[config.mk]
export PLATFORM = sky130hd
export DESIGN_NAME = key_debounce_multi
export DESIGN_NICKNAME = d
export VERILOG_FILES = /design/src/rtl/key_pkg.sv /design/src/rtl/key_debounce_ch.sv /design/src/rtl/key_debounce_multi.sv
export SDC_FILE = /design/constraint.sdc
export NUM_CORES = 1
export LEC_CHECK = 0
export ABC_CLOCK_PERIOD_IN_PS = 4400
export BUFFER_PORTS_ARGS = -buffer_cell sky130_fd_sc_hd__buf_2
export CORE_ASPECT_RATIO = 1.1
export CORE_MARGIN = 3
export CORE_UTILIZATION = 65
export DETAILED_ROUTE_END_ITERATION = 12
export PLACE_DENSITY = 0.9
export SKIP_LAST_GASP = 1
export SLEW_MARGIN = 20
export SYNTH_ARGS = -nofsm -noshare
export SYNTH_HDL_FRONTEND = slang
export SYNTH_HIERARCHICAL = 1
export SYNTH_SLANG_ARGS = --single-unit
[constraint.sdc]
create_clock -name clk -period 4.4 [get_ports clk]
set_clock_uncertainty 0.15 [all_clocks]
set_input_delay 0.88 -clock clk [delete_from_list [all_inputs] [get_ports clk]]
set_output_delay 0.88 -clock clk [all_outputs]
set_load 0.01 [all_outputs]
[src/rtl/key_pkg.sv]
// ---------------------------------------------------------------------------
// key_pkg
//   Shared definitions for the multi-channel push-button debouncer.
//   - rpt_state_e   : auto-repeat state per channel (IDLE / DELAY / REPEAT)
//   - ms_to_cycles  : converts a millisecond interval to clock cycles
//   - clog2         : ceiling log2, used to size the per-channel counters
//   - max3          : largest of three cycle counts
// ---------------------------------------------------------------------------
package key_pkg;

    typedef enum logic [1:0] {
        RPT_IDLE   = 2'd0,
        RPT_DELAY  = 2'd1,
        RPT_REPEAT = 2'd2
    } rpt_state_e;

    // Integer-kHz conversion: truncating the frequency first keeps the
    // product inside 32 bits for any realistic clock and interval.
    function automatic int unsigned ms_to_cycles(input int unsigned freq_hz,
                                                 input int unsigned ms);
        return (freq_hz / 1000) * ms;
    endfunction

    function automatic int unsigned clog2(input int unsigned value);
        int unsigned r;
        r = 0;
        while ((64'd1 << r) < 64'(value)) begin
            r++;
        end
        return r;
    endfunction

    function automatic int unsigned max3(input int unsigned a,
                                         input int unsigned b,
                                         input int unsigned c);
        int unsigned m;
        m = a;
        if (b > m) m = b;
        if (c > m) m = c;
        return m;
    endfunction

endpackage : key_pkg

[src/rtl/key_debounce_ch.sv]
// ---------------------------------------------------------------------------
// key_debounce_ch
//   One push-button channel: 2-flop synchroniser, polarity normalisation,
//   stability-counter debounce, registered press/release edge pulses and an
//   auto-repeat state machine.
//
// Ports
//   clk_i        system clock
//   rst_i        asynchronous active-high reset
//   key_i        raw button input, asynchronous to clk_i
//   repeat_en_i  auto-repeat enable for this channel
//   level_o      debounced state, 1 = pressed
//   press_o      1-cycle pulse on the first pressed cycle
//   release_o    1-cycle pulse on the first released cycle
//   repeat_o     1-cycle auto-repeat pulse while held
// ---------------------------------------------------------------------------
module key_debounce_ch
    import key_pkg::*;
#(
    parameter int unsigned DB_CYC     = 5,
    parameter int unsigned RD_CYC     = 20,
    parameter int unsigned RR_CYC     = 8,
    parameter int unsigned CNT_W      = 6,
    parameter bit          ACTIVE_LOW = 1'b1
) (
    input  logic clk_i,
    input  logic rst_i,
    input  logic key_i,
    input  logic repeat_en_i,
    output logic level_o,
    output logic press_o,
    output logic release_o,
    output logic repeat_o
);

    localparam logic [CNT_W-1:0] DB_LAST = CNT_W'(DB_CYC - 1);
    localparam logic [CNT_W-1:0] RD_LAST = CNT_W'(RD_CYC - 1);
    localparam logic [CNT_W-1:0] RR_LAST = CNT_W'(RR_CYC - 1);

    // Raw pin level that corresponds to "released".
    localparam logic RAW_RELEASED = ACTIVE_LOW;

    logic             sync1_q;
    logic             sync2_q;
    logic             sample;
    logic             level_q;
    logic             level_d;
    logic [CNT_W-1:0] db_cnt_q;
    logic [CNT_W-1:0] db_cnt_d;
    logic             press_q;
    logic             release_q;
    logic             repeat_q;
    logic             rise;
    logic             fall;
    rpt_state_e       state_q;
    logic [CNT_W-1:0] rp_cnt_q;

    // Normalised synchronised sample: 1 = pressed.
    assign sample = ACTIVE_LOW ? ~sync2_q : sync2_q;

    // Stability filter: any sample matching the current level restarts the
    // count, so only an uninterrupted run of DB_CYC differing samples flips it.
    always_comb begin
        level_d  = level_q;
        db_cnt_d = '0;
        if (sample != level_q) begin
            if (db_cnt_q == DB_LAST) begin
                level_d = sample;
            end else begin
                db_cnt_d = db_cnt_q + CNT_W'(1);
            end
        end
    end

    assign rise = level_d & ~level_q;
    assign fall = ~level_d & level_q;

    always_ff @(posedge clk_i or posedge rst_i) begin
        if (rst_i) begin
            sync1_q   <= RAW_RELEASED;
            sync2_q   <= RAW_RELEASED;
            level_q   <= 1'b0;
            db_cnt_q  <= '0;
            press_q   <= 1'b0;
            release_q <= 1'b0;
        end else begin
            sync1_q   <= key_i;
            sync2_q   <= sync1_q;
            level_q   <= level_d;
            db_cnt_q  <= db_cnt_d;
            press_q   <= rise;
            release_q <= fall;
        end
    end

    // Auto-repeat FSM. It looks at the next-cycle level (level_d) so that
    // DELAY starts in the same edge that raises press_o, making the first
    // repeat land exactly RD_CYC cycles after the press, and so that a
    // release always wins over a repeat due in the release cycle.
    always_ff @(posedge clk_i or posedge rst_i) begin
        if (rst_i) begin
            state_q  <= RPT_IDLE;
            rp_cnt_q <= '0;
            repeat_q <= 1'b0;
        end else begin
            repeat_q <= 1'b0;
            if (!level_d || !repeat_en_i) begin
                state_q  <= RPT_IDLE;
                rp_cnt_q <= '0;
            end else begin
                case (state_q)
                    RPT_IDLE: begin
                        rp_cnt_q <= '0;
                        if (rise) begin
                            state_q <= RPT_DELAY;
                        end
                    end
                    RPT_DELAY: begin
                        if (rp_cnt_q == RD_LAST) begin
                            repeat_q <= 1'b1;
                            state_q  <= RPT_REPEAT;
                            rp_cnt_q <= '0;
                        end else begin
                            rp_cnt_q <= rp_cnt_q + CNT_W'(1);
                        end
                    end
                    RPT_REPEAT: begin
                        if (rp_cnt_q == RR_LAST) begin
                            repeat_q <= 1'b1;
                            rp_cnt_q <= '0;
                        end else begin
                            rp_cnt_q <= rp_cnt_q + CNT_W'(1);
                        end
                    end
                    default: begin
                        state_q  <= RPT_IDLE;
                        rp_cnt_q <= '0;
                    end
                endcase
            end
        end
    end

    assign level_o   = level_q;
    assign press_o   = press_q;
    assign release_o = release_q;
    assign repeat_o  = repeat_q;

endmodule : key_debounce_ch

[src/rtl/key_debounce_multi.sv]
// ---------------------------------------------------------------------------
// key_debounce_multi
//   N-channel push-button debouncer with press / release / auto-repeat
//   events. Each channel is an independent key_debounce_ch instance.
//
// Ports
//   clk          system clock
//   rst          asynchronous active-high reset
//   key_in       raw button inputs (asynchronous to clk)
//   repeat_en    per-channel auto-repeat enable
//   key_level    debounced state, 1 = pressed
//   key_press    1-cycle pulse when a channel becomes pressed
//   key_release  1-cycle pulse when a channel becomes released
//   key_repeat   1-cycle auto-repeat pulse while held
// ---------------------------------------------------------------------------
module key_debounce_multi
    import key_pkg::*;
#(
    parameter int unsigned NUM_KEYS        = 2,
    parameter int unsigned CLK_FREQ_HZ     = 50000000,
    parameter int unsigned DEBOUNCE_MS     = 20,
    parameter int unsigned REPEAT_DELAY_MS = 500,
    parameter int unsigned REPEAT_RATE_MS  = 100,
    parameter int unsigned ACTIVE_LOW      = 1
) (
    input  logic                clk,
    input  logic                rst,
    input  logic [NUM_KEYS-1:0] key_in,
    input  logic [NUM_KEYS-1:0] repeat_en,
    output logic [NUM_KEYS-1:0] key_level,
    output logic [NUM_KEYS-1:0] key_press,
    output logic [NUM_KEYS-1:0] key_release,
    output logic [NUM_KEYS-1:0] key_repeat
);

    localparam int unsigned DB_CYC = ms_to_cycles(CLK_FREQ_HZ, DEBOUNCE_MS);
    localparam int unsigned RD_CYC = ms_to_cycles(CLK_FREQ_HZ, REPEAT_DELAY_MS);
    localparam int unsigned RR_CYC = ms_to_cycles(CLK_FREQ_HZ, REPEAT_RATE_MS);
    localparam int unsigned CNT_W  = clog2(max3(DB_CYC, RD_CYC, RR_CYC)) + 1;

    if (NUM_KEYS < 1 || NUM_KEYS > 16) begin : g_bad_num_keys
        $error("key_debounce_multi: NUM_KEYS must be in 1..16");
    end
    if (DB_CYC < 2) begin : g_bad_db
        $error("key_debounce_multi: debounce interval shorter than 2 cycles");
    end
    if (RD_CYC < 2) begin : g_bad_rd
        $error("key_debounce_multi: repeat delay shorter than 2 cycles");
    end
    if (RR_CYC < 2) begin : g_bad_rr
        $error("key_debounce_multi: repeat rate shorter than 2 cycles");
    end

    for (genvar k = 0; k < NUM_KEYS; k++) begin : g_ch
        key_debounce_ch #(
            .DB_CYC     (DB_CYC),
            .RD_CYC     (RD_CYC),
            .RR_CYC     (RR_CYC),
            .CNT_W      (CNT_W),
            .ACTIVE_LOW (ACTIVE_LOW != 0)
        ) u_ch (
            .clk_i       (clk),
            .rst_i       (rst),
            .key_i       (key_in[k]),
            .repeat_en_i (repeat_en[k]),
            .level_o     (key_level[k]),
            .press_o     (key_press[k]),
            .release_o   (key_release[k]),
            .repeat_o    (key_repeat[k])
        );
    end

endmodule : key_debounce_multi
==> results.md, run 1 <==
- Most area-consuming cells after synthesis: dfrtp_1, xnor2_1, nor3_1, xor2_1, nor2_1
- Mapped Cells: 652
- Final TNS setup: 0 ps
- Layout Area Growth over Synthesis: 8.82%
- Clock sink count: 120
- N_diodes: 0
- Synthesized area per cell: 9.97 µm²
- Clk Latency, worst-skew pair: 520 ps
- Power Density: 336 nW/µm²
- Global-route wire length before repair: 24.4 mm
- Highest-count cells in the layout ignoring fill and taps: dfrtp_1, xnor2_1, nor2_1
- Largest area contributor in the netlist: dfrtp_1
- Cell Chain, Critical Path: ha_1 > nor4bb_1 > nand4_1 > o21a_1 > o21ai_4 > nor3_1
- Post-CTS sizing: 0
- Setup Crit Path Kind: reg -> reg
- Leakage power: 0.00267 µW
- Initial antenna violation count: 0
- CP Launch Type: flip-flop
- Total CTS buffers: 17
- Synth warn: 6
- Die area: 11,200 µm²
- Port Buf Inserts: 13
- Top cell type's share of synthesized area: 44.7%
- Max-Cap Viols: 0
- WP data arrival: 2980 ps
- Initial core utilization: 68.1%
- Fraction of registers with async set/reset: 100%
- Max-slew violation count: 0
- Seq/Total Area, Yosys: 46.3%
- Routed vias: 5,228
- Setup-failing EPs final: 0
- Root cell of the clock tree: clkbuf_8
- Grt ovf: 0
- Core ar.: 9540 µm²
- Synth unique cells: 41
- Die Span X: 101 µm
- Vias in the first global route: 5,092
- H-tree level count: 4
- Period Utilization, post-route: 62.9%
- Clock Tree Buf Depth: 2
- Tot Pwr: 2380 µW
- Slowest-stage cell, CP: o21ai_4
- Antenna viol nets, final: 0
- Hold_buf cts: 0
- WHS: 205 ps
- Finished Cell Area: 7070 µm²
- # rows: 37
- WL final: 14.4 mm
- Fin. Hold Viols: 0
- Fin nets: 678
- GRT Resource Usage Total: 26.8%
- CP required: 4620 ps
- Hpwl dp: 8.77 mm
- Synth Register Bits: 120
- Peak supply drop: 0.000235 V
- CTS tree: yes
- Tmin final: 2770 ps
- Worst Max-Slew Pin Slew: 836 ps
- Syn Nets: 670
- Hold Path Class: reg -> reg
- Placed Area: 6550 µm²
- Most used DFF post-synth: dfrtp_1
- Drt first pass iters: 6
- Clk slew on worst S/H paths: 60 ps
- Iteration-0 DRC count of the detailed router: 522
- Critical path's top delay family: compound AO/OA/AOI/OAI gates
- Number of synthesized flops with an enable pin: 0
- Share of layout cells above drive strength 1: 12.8%
- Status: finished clean
- CP endpoint kind: flip-flop
- Routability-driven placement congestion ratio: 0.845
- Residual DRC: 0
- Wire length per cell: 18.2 µm
- Max_slew headroom: 44.3%
- Via density: 6.63
- Height of the die: 111 µm
- Critical path buffer and inverter count: 0
- IO Pins: 14
- Commonest non-fill, non-tap cell in the layout: dfrtp_1
- F_max: 362 MHz
- Postcts setup bufs: 0
- Max FO, Critical Path: 26
- RSZ-0062 raised after global routing: no
- Largest net degree at the start of global routing: 38
- Crit-path max cell delay: 650 ps
- Netlist Area Pre-Place: 6500 µm²
## state kept, by name (all words and copies together), names as in the netlist
register	count
g_ch.u_ch/db_cnt_q	52
g_ch.u_ch/level_o	2
g_ch.u_ch/press_o	2
g_ch.u_ch/release_o	2
g_ch.u_ch/repeat_o	2
g_ch.u_ch/rp_cnt_q	52
g_ch.u_ch/state_q	4
g_ch.u_ch/sync1_q	2
g_ch.u_ch/sync2_q	2
## cells by family after synthesis
| logic type | share of synthesized area, % |
|---|---|
| flip-flops | 46.3 |
| AO/OA/AOI/OAI | 2.93 |
| buffers and inverters | 4.62 |
| adder cells (fa/ha/maj) | 2.31 |
| AND/OR/NAND/NOR | 30.9 |
| XOR/XNOR | 12.9 |
## worst paths after layout
| kind | to | slack [ps] | from | cells past startpoint |
|---|---|---|---|---|
| worst max-delay path | g_ch[1].u_ch/rp_cnt_q[8] | 1630 | g_ch[1].u_ch/rp_cnt_q[0] | 6 |
| worst min-delay path | g_ch[1].u_ch/sync2_q | 210 | g_ch[1].u_ch/sync1_q | 0 |
| worst max register to register | g_ch[1].u_ch/rp_cnt_q[8] | 1630 | g_ch[1].u_ch/rp_cnt_q[0] | 6 |
| worst min register to register | g_ch[1].u_ch/sync2_q | 210 | g_ch[1].u_ch/sync1_q | 0 |
| max in group asynchronous | g_ch[1].u_ch/db_cnt_q[4] | 2950 | rst | 3 |
| min in group asynchronous | g_ch[0].u_ch/rp_cnt_q[4] | 250 | rst | 2 |
## synth_stat cells, drive strengths merged, types with 4 or more instances
cell      n
a21o      4
a21oi     4
and3     12
and4     14
buf      22
clkbuf    6
dfrtp   116
dfstp     4
ha       12
inv      28
nand2    42
nand3    40
nand4    28
nor2     64
nor3     74
nor3b     4
nor4     44
nor4b     6
nor4bb    6
o21a      4
or4       6
xnor2    64
xor2     32
## metrics by stage
| step | setup slack, ps | cells | util (%) |
|---|---|---|---|
| 2_1_floorplan | 1890 | 652 | - |
| 3_3_place_gp | 1630 | 758 | 68.6 |
| 3_5_place_dp | 1460 | 758 | 68.7 |
| 4_1_cts | 1380 | 789 | 74.1 |
| 5_1_grt | 1470 | 789 | 74.2 |
| 6_report | 1630 | 789 | 74.2 |
## per-layer routing
layer	global-route usage [%]	vias up	wire [µm]
li1	-	2346	-
met3	7.24	61	846
met5	0	-	0
met1	35.2	2572	5880
met4	9.75	0	460
met2	42.5	249	7190
## final cells by class
class                      count  area (µm²)
tap                          117         146
multi-input combinational    476        3210
timing repair buffer          17        95.1
fill                         583        2460
clock buffer                  21         429
inverter                      28         105
sequential                   120        3010
clock inverter                10        82.6
## where the power goes
part	total, µW	internal (µW)	switching, µW
clock	1220	737	479
sequential	1120	1110	6.44
combinational	44.9	8.48	36.4
(Power assumes the default switching activity.)
==> run 2: changes to the inputs <==
ABC_AREA = 1   (was not set)
ABC_CLOCK_PERIOD_IN_PS = 2300   (was 4400)
CORE_UTILIZATION = 57   (was 65)
PLACE_DENSITY = 0.84   (was 0.9)
clock period = 2.3 ns   (was 4.4 ns; I/O delays follow)
==> run 2 against run 1 <==
  * Sequential share of layout area down 6.1 points
  * Synthesized area up 11%
  * Via count up 23%
  * Worst setup slack worse by 1600 ps
  * Die area up 25%
  * Wire length up 23%
  * Critical path type unchanged
  * Largest power group unchanged
  * Highest routed layer unchanged
==> results.md, run 2 <==
- Status: finished clean
- WL final: 17.7 mm
- Power Density: 622 nW/µm²
- Max_slew headroom: 65.1%
- CP Launch Type: flip-flop
- GRT Resource Usage Total: 25.6%
- Finished Cell Area: 8250 µm²
- Hold Path Class: reg -> reg
- Highest-count cells in the layout ignoring fill and taps: nand2_1, nor2_1, dfrtp_1
- Fin. Hold Viols: 0
- Iteration-0 DRC count of the detailed router: 561
- Wire length per cell: 15.4 µm
- Most area-consuming cells after synthesis: dfrtp_1, nand2_1, nor2_1, inv_1, xor2_1
- Critical path's top delay family: simple AND/OR/NAND/NOR gates
- Top cell type's share of synthesized area: 40.4%
- CP endpoint kind: flip-flop
- Tot Pwr: 5130 µW
- Initial core utilization: 58.9%
- Root cell of the clock tree: clkbuf_16
- Max FO, Critical Path: 7
- Port Buf Inserts: 13
- IO Pins: 14
- Fin nets: 998
- Top-count cell post-synth: nand2_1
- Clk slew on worst S/H paths: 60 ps
- Setup Crit Path Kind: reg -> reg
- Hpwl dp: 11.6 mm
- Crit-path max cell delay: 390 ps
- Largest area contributor in the netlist: dfrtp_1
- Netlist Area Pre-Place: 7190 µm²
- Tmin final: 2230 ps
- Largest net degree at the start of global routing: 41
- Slowest-stage cell, CP: dfrtp_1
- Clock sink count: 120
- Number of synthesized flops with an enable pin: 0
- CP dominant cell by count: nand3_2
- Fraction of registers with async set/reset: 100%
- Vias in the first global route: 6,124
- Die area: 14,000 µm²
- Cell Chain, Critical Path: ha_1 > nand3_2 > inv_2 > nand2_1 > nor2_2 > nand2_4 > o21ai_4 > nand3_2 > nor3_1
- Layout Area Growth over Synthesis: 14.9%
- WP data arrival: 2420 ps
- Die Span X: 113 µm
- Setup-failing EPs final: 0
- Clk Latency, worst-skew pair: 420 ps
- CTS tree: yes
- Seq/Total Area, Yosys: 41.9%
- F_max: 448 MHz
- Drt first pass iters: 6
- Worst Max-Slew Pin Slew: 520 ps
- Routability-driven placement congestion ratio: 0.960
- Cell count after placement: 1,103
- Total CTS buffers: 17
- RSZ-0062 raised after global routing: yes
- Synth unique cells: 33
- Top Registers: g_ch.u_ch/db_cnt_q x52, g_ch.u_ch/rp_cnt_q x52, g_ch.u_ch/state_q x4
- Initial antenna violation count: 0
- Synth warn: 6
- Global-route wire length before repair: 28.4 mm
- Max-slew violation count: 0
- Period Utilization, post-route: 97.1%
- Synth top cells by count: nand2_1, nor2_1, dfrtp_1
- Fillers: 946
- N_diodes: 0
- Synth Register Bits: 120
- Peak supply drop: 0.000498 V
- Non-Filler Instances: 1,147
- Residual DRC: 0
- Clock Tree Buf Depth: 2
- Mapped Cells: 938
- Grt ovf: 0
- Antenna viol nets, final: 0
- Placed Area: 7460 µm²
- Routed vias: 6,434
- Synthesized area per cell: 7.66 µm²
- Final TNS setup: 0 ps
- Core ar.: 12,200 µm²
- Commonest non-fill, non-tap cell in the layout: nand2_1
- # rows: 42
- Syn Nets: 956
- Leakage power: 0.00344 µW
- CP required: 2480 ps
- Critical path buffer and inverter count: 1
- Max-Cap Viols: 0
- Most used DFF post-synth: dfrtp_1
- Height of the die: 124 µm
- Via density: 5.61
- Share of layout cells above drive strength 1: 13.0%
- H-tree level count: 4
- WHS: 205 ps
run 2: changes by cell type after synthesis, moves of 8 or more:
cell     previous run  this run
xnor2_1            64        24
nand4_1            28        16
nor4_1             36         6
nand2_1            40       218
buf_2              10         2
nor2_1             64       194
nor3_1             58        50
inv_1              28       108
and3_1             12         4
nor3_2             16        38
and4_1             14         0
xor2_1             32        46
run 2: layout make-up:
type                            instances  area [µm²]  share of cell area [%]
Sequential cell                       120        3010                    36.4
Tap cell                              154         193                    2.33
Clock buffer                           19         453                    5.49
Timing Repair Buffer                   30         250                    3.03
Clock inverter                         13         194                    2.35
Multi-Input combinational cell        697        3730                    45.2
Inverter                              114         428                    5.18
run 2: what timing repair did:
action	CTS	global route
gates resized for setup	0	5
hold buffers	3	0
hold endpoints to repair	39	0
pin swaps	2	4
endpoints found under the setup margin	3	41
cloned	2	1
setup buffers	0	6
run 2: logic make-up after synthesis:
family	count (synthesis)	share of synthesized area, %
DFF	120	41.9
AOI/OAI and AO/OA	18	1.98
and+or+nand+nor	594	38.5
adders and majority gates	12	2.09
xor gates and xnor gates	70	8.53
buffers and inverters	124	7.03
run 2: worst paths after layout:
path	start	end	slack, ps	depth (start not counted)
min in group asynchronous	rst	g_ch[0].u_ch/state_q[1]	460	3
min reg2reg	g_ch[1].u_ch/sync1_q	g_ch[1].u_ch/sync2_q	200	0
min	g_ch[1].u_ch/sync1_q	g_ch[1].u_ch/sync2_q	200	0
max in group asynchronous	rst	g_ch[1].u_ch/rp_cnt_q[16]	940	4
max reg2reg	g_ch[1].u_ch/db_cnt_q[0]	g_ch[1].u_ch/rp_cnt_q[4]	70	9
max	g_ch[1].u_ch/db_cnt_q[0]	g_ch[1].u_ch/rp_cnt_q[4]	70	9
run 2: power breakdown:
part	internal [µW]	switching, µW	total, µW
sequential	2130	11.6	2140
combinational	28.2	79.6	108
clock	1880	1010	2890
run 2: routing by layer:
metal	track usage, %	part of all wire, %	vias up
met3	5.20	6.4	77
li1	-	-	3056
met5	0	0	-
met1	32.1	42	3004
met2	43.3	49	297
met4	10.7	3.2	0
run 2: worst register-to-register path, delay by kind of cell, from the launching register on:
| kind | cells | cell delay, ps |
|---|---|---|
| AOI/OAI and AO/OA | 1 | 270 |
| adders and majority gates | 1 | 220 |
| buffers and inverters | 1 | 100 |
| DFF | 1 | 390 |
| and+or+nand+nor | 6 | 1010 |
run 2: per-stage QoR:
step / setup WS (ps) / utilization [%]
floorplan: 209 / -
global placement: 166 / 61.2
detailed placement: 41.9 / 61.2
CTS: 11.0 / 66.9
global route: -76.3 / 67.7
finish: 67.1 / 67.7
